[src/rtl/mem_ctrl_pkg.sv]
// Shared types and memory geometry for the 16x32 memory controller slice.
package mem_ctrl_pkg;

  localparam int unsigned MEM_DEPTH  = 16;
  localparam int unsigned MEM_ADDR_W = 4;
  localparam int unsigned MEM_DATA_W = 32;

  typedef enum logic [1:0] {
    ARB,
    CMD,
    RDWAIT,
    RESP
  } arb_state_e;

endpackage

[src/rtl/mem16_32_rr_arbiter_rr_pick.sv]
// Combinational round-robin pick.
// Ports: req (request vector), last_grant (previous winner),
//        grant (one-hot winner), grant_idx (encoded winner).
module rr_pick #(
  parameter int unsigned N     = 4,
  parameter int unsigned IDX_W = 2
) (
  input  logic [N-1:0]     req,
  input  logic [IDX_W-1:0] last_grant,
  output logic [N-1:0]     grant,
  output logic [IDX_W-1:0] grant_idx
);

  logic [2*N-1:0] dbl;
  logic [2*N-1:0] rot;
  int unsigned    start;
  int unsigned    pos;
  logic           found;

  // Rotating the doubled vector puts last_grant+1 at bit 0, so a plain
  // lowest-set-bit search gives the round-robin winner.
  always_comb begin
    dbl       = {req, req};
    start     = (32'(last_grant) >= N - 1) ? 0 : 32'(last_grant) + 1;
    rot       = dbl >> start;
    found     = 1'b0;
    pos       = 0;
    grant     = '0;
    grant_idx = '0;
    for (int unsigned k = 0; k < N; k++) begin
      if (!found && rot[k]) begin
        found = 1'b1;
        pos   = (start + k >= N) ? start + k - N : start + k;
      end
    end
    if (found) begin
      grant_idx        = IDX_W'(pos);
      grant[grant_idx] = 1'b1;
    end
  end

endmodule

[src/rtl/mem16_32_rr_arbiter.sv]
// Round-robin arbiter/sequencer sharing the single memory16_32 port.
// Ports: i_mem_clk/i_mem_rst_n clock and async active-low reset;
//        i_req_* per-requester request fields, o_req_ready accept pulse;
//        o_rsp_valid/o_rsp_rdata completion; o_mem_* memory command;
//        i_mem_rdata registered memory read data; o_busy not in ARB.
module mem16_32_rr_arbiter
  import mem_ctrl_pkg::*;
#(
  parameter int unsigned NUM_REQ = 4,
  parameter int unsigned ADDR_W  = MEM_ADDR_W,
  parameter int unsigned DATA_W  = MEM_DATA_W
) (
  input  logic                      i_mem_clk,
  input  logic                      i_mem_rst_n,
  input  logic [NUM_REQ-1:0]        i_req_valid,
  input  logic [NUM_REQ-1:0]        i_req_wr,
  input  logic [NUM_REQ*ADDR_W-1:0] i_req_addr,
  input  logic [NUM_REQ*DATA_W-1:0] i_req_wdata,
  output logic [NUM_REQ-1:0]        o_req_ready,
  output logic [NUM_REQ-1:0]        o_rsp_valid,
  output logic [DATA_W-1:0]         o_rsp_rdata,
  output logic                      o_mem_en,
  output logic                      o_mem_wr_en,
  output logic [ADDR_W-1:0]         o_mem_addr,
  output logic [DATA_W-1:0]         o_mem_wdata,
  input  logic [DATA_W-1:0]         i_mem_rdata,
  output logic                      o_busy
);

  localparam int unsigned IDX_W = (NUM_REQ > 1) ? $clog2(NUM_REQ) : 1;

  arb_state_e         state;
  arb_state_e         state_d;
  logic [IDX_W-1:0]   last_grant;
  logic [IDX_W-1:0]   pick_idx;
  logic [NUM_REQ-1:0] pick;
  logic               accept;
  logic               lat_wr;

  rr_pick #(
    .N     (NUM_REQ),
    .IDX_W (IDX_W)
  ) u_pick (
    .req        (i_req_valid),
    .last_grant (last_grant),
    .grant      (pick),
    .grant_idx  (pick_idx)
  );

  always_ff @(posedge i_mem_clk or negedge i_mem_rst_n) begin
    if (!i_mem_rst_n) begin
      state <= ARB;
    end else begin
      state <= state_d;
    end
  end

  always_comb begin
    state_d     = state;
    o_req_ready = '0;
    accept      = 1'b0;
    case (state)
      ARB: begin
        if (|i_req_valid) begin
          o_req_ready = pick;
          accept      = 1'b1;
          state_d     = CMD;
        end
      end
      CMD:     state_d = lat_wr ? RESP : RDWAIT;
      RDWAIT:  state_d = RESP;
      RESP:    state_d = ARB;
      default: state_d = ARB;
    endcase
  end

  // The o_mem_* registers double as the latched request fields; last_grant
  // doubles as the latched winner index used for the response pulse.
  always_ff @(posedge i_mem_clk or negedge i_mem_rst_n) begin
    if (!i_mem_rst_n) begin
      last_grant  <= IDX_W'(NUM_REQ - 1);
      lat_wr      <= 1'b0;
      o_mem_en    <= 1'b0;
      o_mem_wr_en <= 1'b0;
      o_mem_addr  <= '0;
      o_mem_wdata <= '0;
      o_rsp_valid <= '0;
      o_rsp_rdata <= '0;
    end else begin
      o_mem_en    <= 1'b0;
      o_mem_wr_en <= 1'b0;
      o_rsp_valid <= '0;
      case (state)
        ARB: begin
          if (accept) begin
            last_grant  <= pick_idx;
            lat_wr      <= i_req_wr[pick_idx];
            o_mem_en    <= 1'b1;
            o_mem_wr_en <= i_req_wr[pick_idx];
            o_mem_addr  <= i_req_addr[int'(pick_idx) * int'(ADDR_W) +: ADDR_W];
            o_mem_wdata <= i_req_wdata[int'(pick_idx) * int'(DATA_W) +: DATA_W];
          end
        end
        CMD: begin
          if (lat_wr) begin
            o_rsp_valid[last_grant] <= 1'b1;
            o_rsp_rdata             <= '0;
          end
        end
        RDWAIT: begin
          o_rsp_valid[last_grant] <= 1'b1;
          o_rsp_rdata             <= i_mem_rdata;
        end
        default: ;
      endcase
    end
  end

  assign o_busy = (state != ARB);

endmodule

[config.mk]
export PLATFORM = sky130hd
export DESIGN_NAME = mem16_32_rr_arbiter
export DESIGN_NICKNAME = d
export VERILOG_FILES = /design/src/rtl/mem_ctrl_pkg.sv /design/src/rtl/mem16_32_rr_arbiter_rr_pick.sv /design/src/rtl/mem16_32_rr_arbiter.sv
export SDC_FILE = /design/constraint.sdc
export NUM_CORES = 1
export LEC_CHECK = 0
export ABC_AREA = 1
export CAP_MARGIN = 20
export CORE_ASPECT_RATIO = 0.8
export CORE_MARGIN = 4
export CORE_UTILIZATION = 43
export CTS_CLUSTER_DIAMETER = 40
export DETAILED_ROUTE_END_ITERATION = 6
export HOLD_SLACK_MARGIN = 0.06
export PLACE_DENSITY = 0.89
export SYNTH_ARGS = -nofsm -noshare
export SYNTH_HDL_FRONTEND = slang
export SYNTH_SLANG_ARGS = --single-unit
[constraint.sdc]
create_clock -name i_mem_clk -period 6.1 [get_ports i_mem_clk]
set_input_delay 1.22 -clock i_mem_clk [delete_from_list [all_inputs] [get_ports i_mem_clk]]
set_output_delay 1.22 -clock i_mem_clk [all_outputs]
set_load 0.05 [all_outputs]
==> results of run 1 <==
layout by cell type (no fill, tap or decap), types with 2 or more instances in the layout:
master	netlist	final
dfstp_2	2	2
o21bai_1	4	4
clkbuf_16	0	9
nand4_1	4	4
inv_2	5	5
nor3_1	2	2
nand3b_1	20	20
inv_1	72	72
ha_1	7	7
clkdlybuf4s50_1	0	259
clkinv_4	0	2
a21oi_1	3	3
nand2_1	309	309
nand2_2	7	7
o21ai_0	36	35
dfrtp_1	77	77
bufinv_16	0	2
buf_4	1	5
nand3_1	67	67
or2_2	20	20
buf_12	0	4
nor2_1	63	63
nor2_4	2	2
cells by family (layout without fill, tap and decap cells):
| group | Yosys count | count (layout) | synth area share |
|---|---|---|---|
| AOI/OAI and AO/OA | 44 | 44 | 0.04714 |
| xor gates and xnor gates | 1 | 1 | 0.001774 |
| adders and majority gates | 7 | 7 | 0.01774 |
| buffers and inverters | 115 | 363 | 0.1011 |
| DFF | 79 | 79 | 0.4009 |
| and+or+nand+nor | 496 | 496 | 0.4313 |
worst max-delay path: stages:
cell	delay, ps
clkdlybuf4s50_1	510
inv_1	80
nand2_1	110
nand2_1	90
nand2_1	70
nand2_2	70
nand3_1	90
nand3_2	440
nand2_2	250
inv_2	190
nor3_1	400
buf_12	190
worst min path at each step:
stage,from,end,depth (start not counted)
2_1_floorplan,lat_wr,lat_wr,2
3_5_place_dp,o_mem_wdata[1],o_mem_wdata[1],2
5_1_grt,o_mem_wdata[1],o_mem_wdata[1],2
4_1_cts,o_mem_wdata[1],o_mem_wdata[1],2
6_report,o_mem_wdata[1],o_mem_wdata[1],2
3_3_place_gp,o_mem_wdata[18],o_mem_wdata[18],2
power by group through the flow:
stage                     registers (W)  logic [W]  clock network [W]
after global routing           0.000944    0.00433           0.000626
final                          0.000911    0.00395           0.000589
after CTS                      0.000913    0.00395           0.000602
after global placement         0.000906    0.00388                  0
after detailed placement       0.000920    0.00393                  0
after floorplan                 0.00168    0.00213                  0
per-layer routing:
metal	vias up	part of all wire	global-route usage
met4	0	0.028	0.07727
met1	2475	0.40	0.3005
met2	231	0.50	0.4073
met3	37	0.072	0.05504
met5	-	0	0
li1	2764	-	-
layout make-up:
| class | instances | area share |
|---|---|---|
| inverter | 77 | 0.03616 |
| sequential | 79 | 0.2476 |
| multi-input combinational | 548 | 0.3080 |
| timing repair buffer | 270 | 0.3443 |
| clock buffer | 9 | 0.02817 |
| tap | 144 | 0.02254 |
| clock inverter | 7 | 0.01315 |
stage by stage:
stage	power, W	hold slack [ps]
floorplan	0.003809	465.1
global placement	0.004782	477.6
detailed placement	0.004847	479.9
CTS	0.005464	494.1
global route	0.005896	527.7
finish	0.005449	487.9
sequential cells by signal, indices dropped and copies added, names as in the netlist:
signal,cells
o_mem_addr,4
o_mem_wdata,32
lat_wr,1
state,2
o_mem_wr_en,1
o_rsp_rdata,32
last_grant,2
o_mem_en,1
o_rsp_valid,4
==> metrics.yaml, run 1 <==
clock_tree:
  htreeDepth: 3
  cts_root_buffer: "clkbuf_16"
  post_cts_buffers: 0
  clk_path_buf_depth: 2
  cts_tree: "built"
  cts_made_buffers: 9
  clock_latency_ps: 330
  cts_hold_buffers: 0
  cts.sinks: 79
  path_clk_slew_ps: 60
  cts_resized: 0
synth:
  postSynthCellCount: 742
  synth.yosys.warnings: 0
  synth.area.top_cells: "dfrtp_1 (39%), nand2_1 (23%), nand3_1 (6.8%)"
  syn_nets: 935
  syn_area_um2: 4937
  post-synth-top-count-cell: "nand2_1"
  async_flop_share: 1.000
  ys_seq_area_frac: 0.4009
  synth_edf_count: 0
  synth-main-ff-cell: "dfrtp_1"
  yosysUniqueCellTypes: 26
  synth-seq-cells: 79
  synthTopCellsByCount: "nand2_1 (309), dfrtp_1 (77), inv_1 (72)"
  yosysTopAreaCellShare: 0.3903
  yosysTopAreaCell: "dfrtp_1"
  synth_area_per_cell_um2: 6.654
global_route:
  grt_max_degree: 80
  grt_pass1_wl_mm: 25.76
  antenna_found_initial: 0
  grt_overflow: 0
  grt_use_total: 0.2398
  grt_pass1_vias: 5120
detailed_routing:
  drtIter0Drc: 361
  drcViolationCount: 0
  routed_wl_mm: 16.55
  vias: 5507
  detail-route-antenna-nets: 0
  viasPerCell: 4.856
  first_pass_iters: 7
  wl_per_cell_um: 14.59
setup_path:
  reg2reg_slack_ps: 2590
  cp-endpoint: "o_req_ready[2]"
  rr_endpoint: "o_mem_wdata[24]"
  r2r-start: "last_grant[0]"
  crit_start: "i_req_valid[1]"
  end_kind: "output pin"
  cp_data_arrival_time_ps: 3710
  reg2reg_depth: 14
  cp_data_required_time_ps: 4880
  crit_path_max_fanout: 27
  startpoint_type: "input port"
  critPathKind: "input port to output pin"
pwr:
  combPwrFrac: 0.725
  p_switching_w: 0.003046
  pwr_density_cell_nw_per_um2: 681.7
  ir_drop_uv: 441.5
  power_frac_clock: 0.108
  power.leakage_nw: 3.908
  swShare: 0.5590
  internal_power_w: 0.002403
  p_seq_frac: 0.167
timing:
  fmax_ghz: 0.2027
  setup_violations: 0
  worst_slew_pin_slew_ps: 1010
  skew_ps: 8.425
  relSlewSlack: 0.3252
  rsz0062_at_grt: "false"
  tns_ps: 0
  fin_crit_ps: 4934
  period_share: 0.8089
  post-route-worst-setup-slack_ps: 1166
  hold_viol: 0
  slew_viol_final: 0
placed_design:
  postPlaceCellArea_um2: 7621
  place_ws_ps: 1189
  dp_hpwl_mm: 12.51
  dp.cells: 1116
  gp_congestion: 0.9052
  io_buffers: 264
floorplan:
  core_um2: 11060
  io_pins: 265
  die_y_um: 103.8
  dieArea_um2: 13270
  initial_core_util: 0.4464
  fp.dieW_um: 127.8
  fp-row-count: 34
finish:
  regArea_um2: 1979
  antenna_cells: 0
  final_nets: 1178
  fin_area_um2: 7994
  multi_input_comb_area_um2: 2462
  post-route-util: 0.7227
  drive_above_1_share: 0.06667
  area_growth_pct: 61.91
  fillCellCount: 891
  layoutNonFillerInstCount: 1134
outcome:
  run_status: "complete, no violations"
flow_run:
  cap_violations: 0
min_path:
  hold_class: "register to register"
No activity file was read; power rests on OpenSTA's default activity.
==> run 2, diff against run 1 <==
--- a/config.mk
+++ b/config.mk
@@ -9,11 +9,11 @@
 export CAP_MARGIN = 20
 export CORE_ASPECT_RATIO = 0.8
 export CORE_MARGIN = 4
-export CORE_UTILIZATION = 43
+export CORE_UTILIZATION = 40
 export CTS_CLUSTER_DIAMETER = 40
 export DETAILED_ROUTE_END_ITERATION = 6
 export HOLD_SLACK_MARGIN = 0.06
-export PLACE_DENSITY = 0.89
+export PLACE_DENSITY = 0.84
 export SYNTH_ARGS = -nofsm -noshare
 export SYNTH_HDL_FRONTEND = slang
 export SYNTH_SLANG_ARGS = --single-unit
==> constraint.sdc (replaced) <==
create_clock -name i_mem_clk -period 4.86 [get_ports i_mem_clk]
set_input_delay 0.972 -clock i_mem_clk [delete_from_list [all_inputs] [get_ports i_mem_clk]]
set_output_delay 0.972 -clock i_mem_clk [all_outputs]
set_load 0.05 [all_outputs]
==> metrics.yaml, run 2 (synthesis gave the netlist of run 1 again) <==
timing:
  post-route-worst-setup-slack_ps: 790.8  # was 1166 ps
  worst_slew_pin_slew_ps: 1105  # was 1010 ps
  fin_crit_ps: 4069
  period_share: 0.8373
  setup_violations: 0  # unchanged
  hold_viol: 0  # unchanged
  tns_ps: 0  # unchanged
  rsz0062_at_grt: "false"  # unchanged
  holdWs_ps: 498.0  # was 487.9 ps
  slew_viol_final: 0  # unchanged
  relSlewSlack: 0.2614  # was 0.3252
  skew_ps: 8.312  # was 8.425 ps
  fmax_ghz: 0.2457
finish:
  layoutNonFillerInstCount: 1146  # was 1134
  fillCellCount: 1055  # was 891
  area_growth_pct: 61.51  # was 61.91%
  final_nets: 1182  # was 1178
  drive_above_1_share: 0.06942  # was 0.06667
  antenna_cells: 0  # unchanged
  final_common_cell: "nand2_1"  # unchanged
  fin_area_um2: 7974  # was 7994 um2
  final_cell_mix: "nand2_1 (309), clkdlybuf4s50_1 (259), dfrtp_1 (77)"  # unchanged
  largestRegisters: "o_mem_wdata x32, o_rsp_rdata x32"  # unchanged
floorplan:
  core_um2: 12120  # was 11060 um2
  die_y_um: 107.4  # was 103.8 um
  fp.dieW_um: 132.2  # was 127.8 um
  fp-row-count: 36  # was 34
  initial_core_util: 0.4075  # was 0.4464
  io_pins: 265  # unchanged
  dieArea_um2: 14200  # was 13270 um2
detailed_routing:
  routed_wl_mm: 16.79  # was 16.55 mm
  viasPerCell: 4.772  # was 4.856
  wl_per_cell_um: 14.65  # was 14.59 um
  first_pass_iters: 6  # was 7
  detail-route-antenna-nets: 0  # unchanged
  drcViolationCount: 0  # unchanged
  vias: 5469  # was 5507
  drtIter0Drc: 284  # was 361
setup_path:
  crit_path_max_fanout: 23  # was 27
  cp_data_required_time_ps: 3890  # was 4880 ps
  startpoint_type: "register"  # was input port
  end_kind: "output pin"  # unchanged
  cp_data_arrival_time_ps: 3100  # was 3710 ps
  critPathKind: "register to output pin"  # was input port to output pin
placed_design:
  dp.cells: 1129  # was 1116
  place_ws_ps: 847.5  # was 1189 ps
  io_buffers: 264  # unchanged
  postPlaceCellArea_um2: 7665  # was 7621 um2
  gp_congestion: 0.8506  # was 0.9052
  dp_hpwl_mm: 12.37  # was 12.51 mm
pwr:
  pwr_density_cell_nw_per_um2: 854.5  # was 681.7 nW/um2
  ir_drop_uv: 588.0  # was 441.5 uV
  power.leakage_nw: 3.890  # was 3.908 nW
global_route:
  antenna_found_initial: 0  # unchanged
  grt_pass1_wl_mm: 26.19  # was 25.76 mm
  grt_use_total: 0.2275  # was 0.2398
  grt_max_degree: 80  # unchanged
  grt_pass1_vias: 5254  # was 5120
  grt_overflow: 0  # unchanged
clock_tree:
  cts_made_buffers: 9  # unchanged
  cts_resized: 0  # unchanged
  cts_hold_buffers: 0  # unchanged
  cts.sinks: 79  # unchanged
  clk_path_buf_depth: 2  # unchanged
  path_clk_slew_ps: 70  # was 60 ps
  post_cts_buffers: 0  # unchanged
  clock_latency_ps: 340  # was 330 ps
  cts_root_buffer: "clkbuf_16"  # unchanged
  htreeDepth: 3  # unchanged
  cts_tree: "built"  # unchanged
min_path:
  hold_class: "register to register"  # unchanged
flow_run:
  cap_violations: 0  # unchanged
outcome:
  run_status: "complete, no violations"  # unchanged
run 2: cell types whose count changed in the layout (fill, tap and decap cells not counted):
| cell | before | now |
|---|---|---|
| bufinv_16 | 2 | 0 |
| clkinvlp_4 | 1 | 4 |
| o21ai_1 | 0 | 1 |
| buf_4 | 5 | 10 |
| buf_8 | 1 | 0 |
| o21ai_2 | 1 | 0 |
| clkinv_4 | 2 | 1 |
| inv_8 | 1 | 0 |
| inv_6 | 1 | 2 |
run 2: critical path: stages (launching register included):
cell and delay [ps]:
dfstp_2 590, inv_2 80, ha_1 440, inv_2 190, nand3_1 100, nand2_1 150, nand3_1 120, nand3_2 90
nand2_2 70, inv_2 360, nand2_1 170, nor2_1 220, buf_12 170
run 2: area by class of cell:
cell class	instances	area, um2	share of cell area
Inverter	77	289.0	0.03625
Clock buffer	9	225.2	0.02824
Clock inverter	7	56.30	0.007061
Timing Repair Buffer	274	2775	0.3480
Tap cell	152	190.2	0.02385
Sequential cell	79	1979	0.2482
Multi-Input combinational cell	548	2459	0.3083
run 2: path summary, 6_finish.rpt:
kind / from / slack [ps] / endpoint / depth (start not counted)
max: last_grant[0] / 790 / o_req_ready[3] / 12
min: o_mem_wdata[11] / 500 / o_mem_wdata[11] / 2
max reg2reg: last_grant[0] / 1820 / o_mem_wdata[22] / 14
min reg2reg: o_mem_wdata[11] / 500 / o_mem_wdata[11] / 2
max in group asynchronous: i_mem_rst_n / 3740 / o_mem_addr[1] / 2
min in group asynchronous: i_mem_rst_n / 530 / o_rsp_rdata[20] / 1
run 2: layer usage:
metal  share of wire  global-route usage  wire (um)  vias to the layer above
met5               0                   0          0                        -
met4           0.016             0.06306        269                        0
met1            0.42              0.2783       7121                     2501
met3           0.069             0.05935       1157                       23
met2            0.49              0.3997       8245                      182
li1                -                   -          -                     2763
run 2: through the flow:
step | util | total power (W)
2_1_floorplan | - | 0.004780
3_3_place_gp | 0.6326 | 0.006082
3_5_place_dp | 0.6326 | 0.006177
4_1_cts | 0.6558 | 0.006855
5_1_grt | 0.6581 | 0.007385
6_report | 0.6581 | 0.006813
run 2: report_power, final:
group | leakage (nW) | switching (W) | internal, W
clock network | 0.125 | 0.000294 | 0.000350
logic | 2.81 | 0.00342 | 0.00160
registers | 0.954 | 0.000160 | 0.000988
total | 3.89 | 0.00388 | 0.00294
==> run 3, diff against run 2 <==
==> constraint.sdc (replaced) <==
create_clock -name i_mem_clk -period 3.8 [get_ports i_mem_clk]
set_input_delay 0.76 -clock i_mem_clk [delete_from_list [all_inputs] [get_ports i_mem_clk]]
set_output_delay 0.76 -clock i_mem_clk [all_outputs]
set_load 0.05 [all_outputs]
==> metrics.yaml, run 3 (synthesis gave the netlist of run 1 again) <==
outcome:
  run_status: "complete, no violations"  # unchanged
detailed_routing:
  first_pass_iters: 5  # was 6
  vias: 5484  # was 5469
  wl_per_cell_um: 14.70  # was 14.65 um
  drcViolationCount: 0  # unchanged
  detail-route-antenna-nets: 0  # unchanged
  routed_wl_mm: 16.89  # was 16.79 mm
  drtIter0Drc: 379  # was 284
  viasPerCell: 4.773  # was 4.772
finish:
  fillCellCount: 1054  # was 1055
  area_growth_pct: 62.34  # was 61.51%
  antenna_cells: 0  # unchanged
  final_common_cell: "nand2_1"  # unchanged
  multi_input_comb_area_um2: 2466  # was 2459 um2
  drive_above_1_share: 0.07422  # was 0.06942
  regArea_um2: 1979  # unchanged
  final_cell_mix: "nand2_1 (309), clkdlybuf4s50_1 (259), dfrtp_1 (77)"  # unchanged
  final_nets: 1185  # was 1182
  largestRegisters: "o_mem_wdata x32, o_rsp_rdata x32"  # unchanged
setup_path:
  cpPeakStageDelay_ps: 590  # about the same
  crit_family: "simple AND/OR/NAND/NOR gates"  # unchanged
  cp_data_arrival_time_ps: 2780  # was 3100 ps
  cpMaxStageDelayCell: "dfstp_2"  # unchanged
  critPathKind: "register to output pin"  # unchanged
  startpoint_type: "register"  # unchanged
  critPathMostFrequentCell: "inv_2"  # unchanged
  cp_data_required_time_ps: 3040  # was 3890 ps
  crit_chain: "inv_2 > ha_2 > inv_2 > nand3_1 > nand2_1 > a21oi_1 > nand2_2 > nand2_2 > inv_2 > nor3_1 > buf_12"  # was inv_2 > ha_1 > inv_2 > nand3_1 > nand2_1 > nand3_1 > nand3_2 > nand2_2 > inv_2 > nand2_1 > nor2_1 > buf_12
  cp_num_buf_inv: 4  # unchanged
  end_kind: "output pin"  # unchanged
  crit_path_max_fanout: 9  # was 23
global_route:
  grt_pass1_vias: 5207  # was 5254
  grt_pass1_wl_mm: 26.27  # was 26.19 mm
  use_met3: 0.05841  # was 0.05935
  grt_max_degree: 80  # unchanged
  globalRouteMet2Util: 0.3928  # was 0.3997
  antenna_found_initial: 0  # unchanged
  grt_use_total: 0.2291  # was 0.2275
  grt_overflow: 0  # unchanged
  busiest_layer: "met2"  # unchanged
  grtUsageMet1: 0.2880  # was 0.2783
timing:
  rsz0062_at_grt: "false"  # unchanged
  hold_viol: 0  # unchanged
  slew_viol_final: 0  # unchanged
  fmax_ghz: 0.2822
  setup_violations: 0  # unchanged
  period_share: 0.9324
  skew_ps: 7.455  # was 8.312 ps
  tns_ps: 0  # unchanged
  worst_slew_pin_slew_ps: 741.2  # was 1105 ps
  holdWs_ps: 388.4  # was 498.0 ps
  fin_crit_ps: 3543
  relSlewSlack: 0.5058  # was 0.2614
floorplan:
  die_y_um: 107.4  # unchanged
  fp.dieW_um: 132.2  # unchanged
  initial_core_util: 0.4075  # unchanged
  core_um2: 12120  # unchanged
  io_pins: 265  # unchanged
  dieArea_um2: 14200  # unchanged
  fp-row-count: 36  # unchanged
pwr:
  power.leakage_nw: 3.917  # was 3.890 nW
  pwr_density_cell_nw_per_um2: 1099  # was 854.5 nW/um2
  ir_drop_uv: 622.1  # was 588.0 uV
clock_tree:
  cts_tree: "built"  # unchanged
  clock_latency_ps: 340  # about the same
  cts_root_buffer: "clkbuf_16"  # unchanged
  cts_made_buffers: 9  # unchanged
  clk_path_buf_depth: 2  # unchanged
  htreeDepth: 3  # unchanged
  cts_hold_buffers: 0  # unchanged
  path_clk_slew_ps: 70  # about the same
  cts.sinks: 79  # unchanged
placed_design:
  gp_congestion: 0.8575  # was 0.8506
  io_buffers: 264  # unchanged
  dp_hpwl_mm: 12.36  # was 12.37 mm
flow_run:
  cap_violations: 0  # unchanged
min_path:
  hold_class: "input port to asynchronous set/reset pin"  # was register to register
-- run 3: cell count changes in the layout (fill, tap and decap cells not counted), sizes merged --
| cell | delta |
|---|---|
| inv | +1 |
| clkinv | +1 |
| buf | +3 |
| clkinvlp | -2 |
-- run 3: layout make-up --
class | instances | share of cell area
repair buffers | 277 | 0.3506
clock inverters | 7 | 0.006869
clock buffers | 9 | 0.02810
multi-input cells | 548 | 0.3077
flip-flops and latches | 79 | 0.2470
well taps | 152 | 0.02373
inverters | 77 | 0.03606
-- run 3: through the flow --
stage	util	setup WS, ps	area [um2]	instances	total power (W)
global placement	0.6338	423.8	7680	1131	0.007810
CTS	0.6570	111.4	7960	1147	0.008793
detailed placement	0.6338	398.0	7680	1131	0.007909
global route	0.6615	94.14	8015	1149	0.009532
floorplan	-	51.20	4937	742	0.006114
finish	0.6615	256.8	8015	1149	0.008810
-- run 3: metal layers --
layer  up-vias  share of wire
li1       2769              -
met1      2453           0.41
met2       223           0.49
met3        39          0.078
met4         0          0.023
met5         -              0
-- run 3: timing repair --
| item | 4_1_cts | 5_1_grt |
|---|---|---|
| setup buffers | 0 | 0 |
| setup endpoints to repair | 0 | 2 |
| gates resized for setup | 0 | 2 |
-- run 3: report_power, final --
group          internal (W)  total [W]  switching, W
combinational       0.00211    0.00653       0.00442
clock              0.000449   0.000818      0.000369
sequential          0.00126    0.00147      0.000202
total               0.00382    0.00881       0.00499
-- run 3: final timing paths --
kind | startpoint | to | slack (ps) | cells past startpoint
max | last_grant[0] | o_req_ready[2] | 260 | 11
min | i_mem_rst_n | o_rsp_rdata[22] | 390 | 1
max reg2reg | last_grant[0] | o_mem_wdata[1] | 800 | 14
min reg2reg | o_mem_wdata[2] | o_mem_wdata[2] | 500 | 2
max in group asynchronous | i_mem_rst_n | last_grant[1] | 2750 | 2
min in group i_mem_clk | o_mem_wdata[2] | o_mem_wdata[2] | 500 | 2
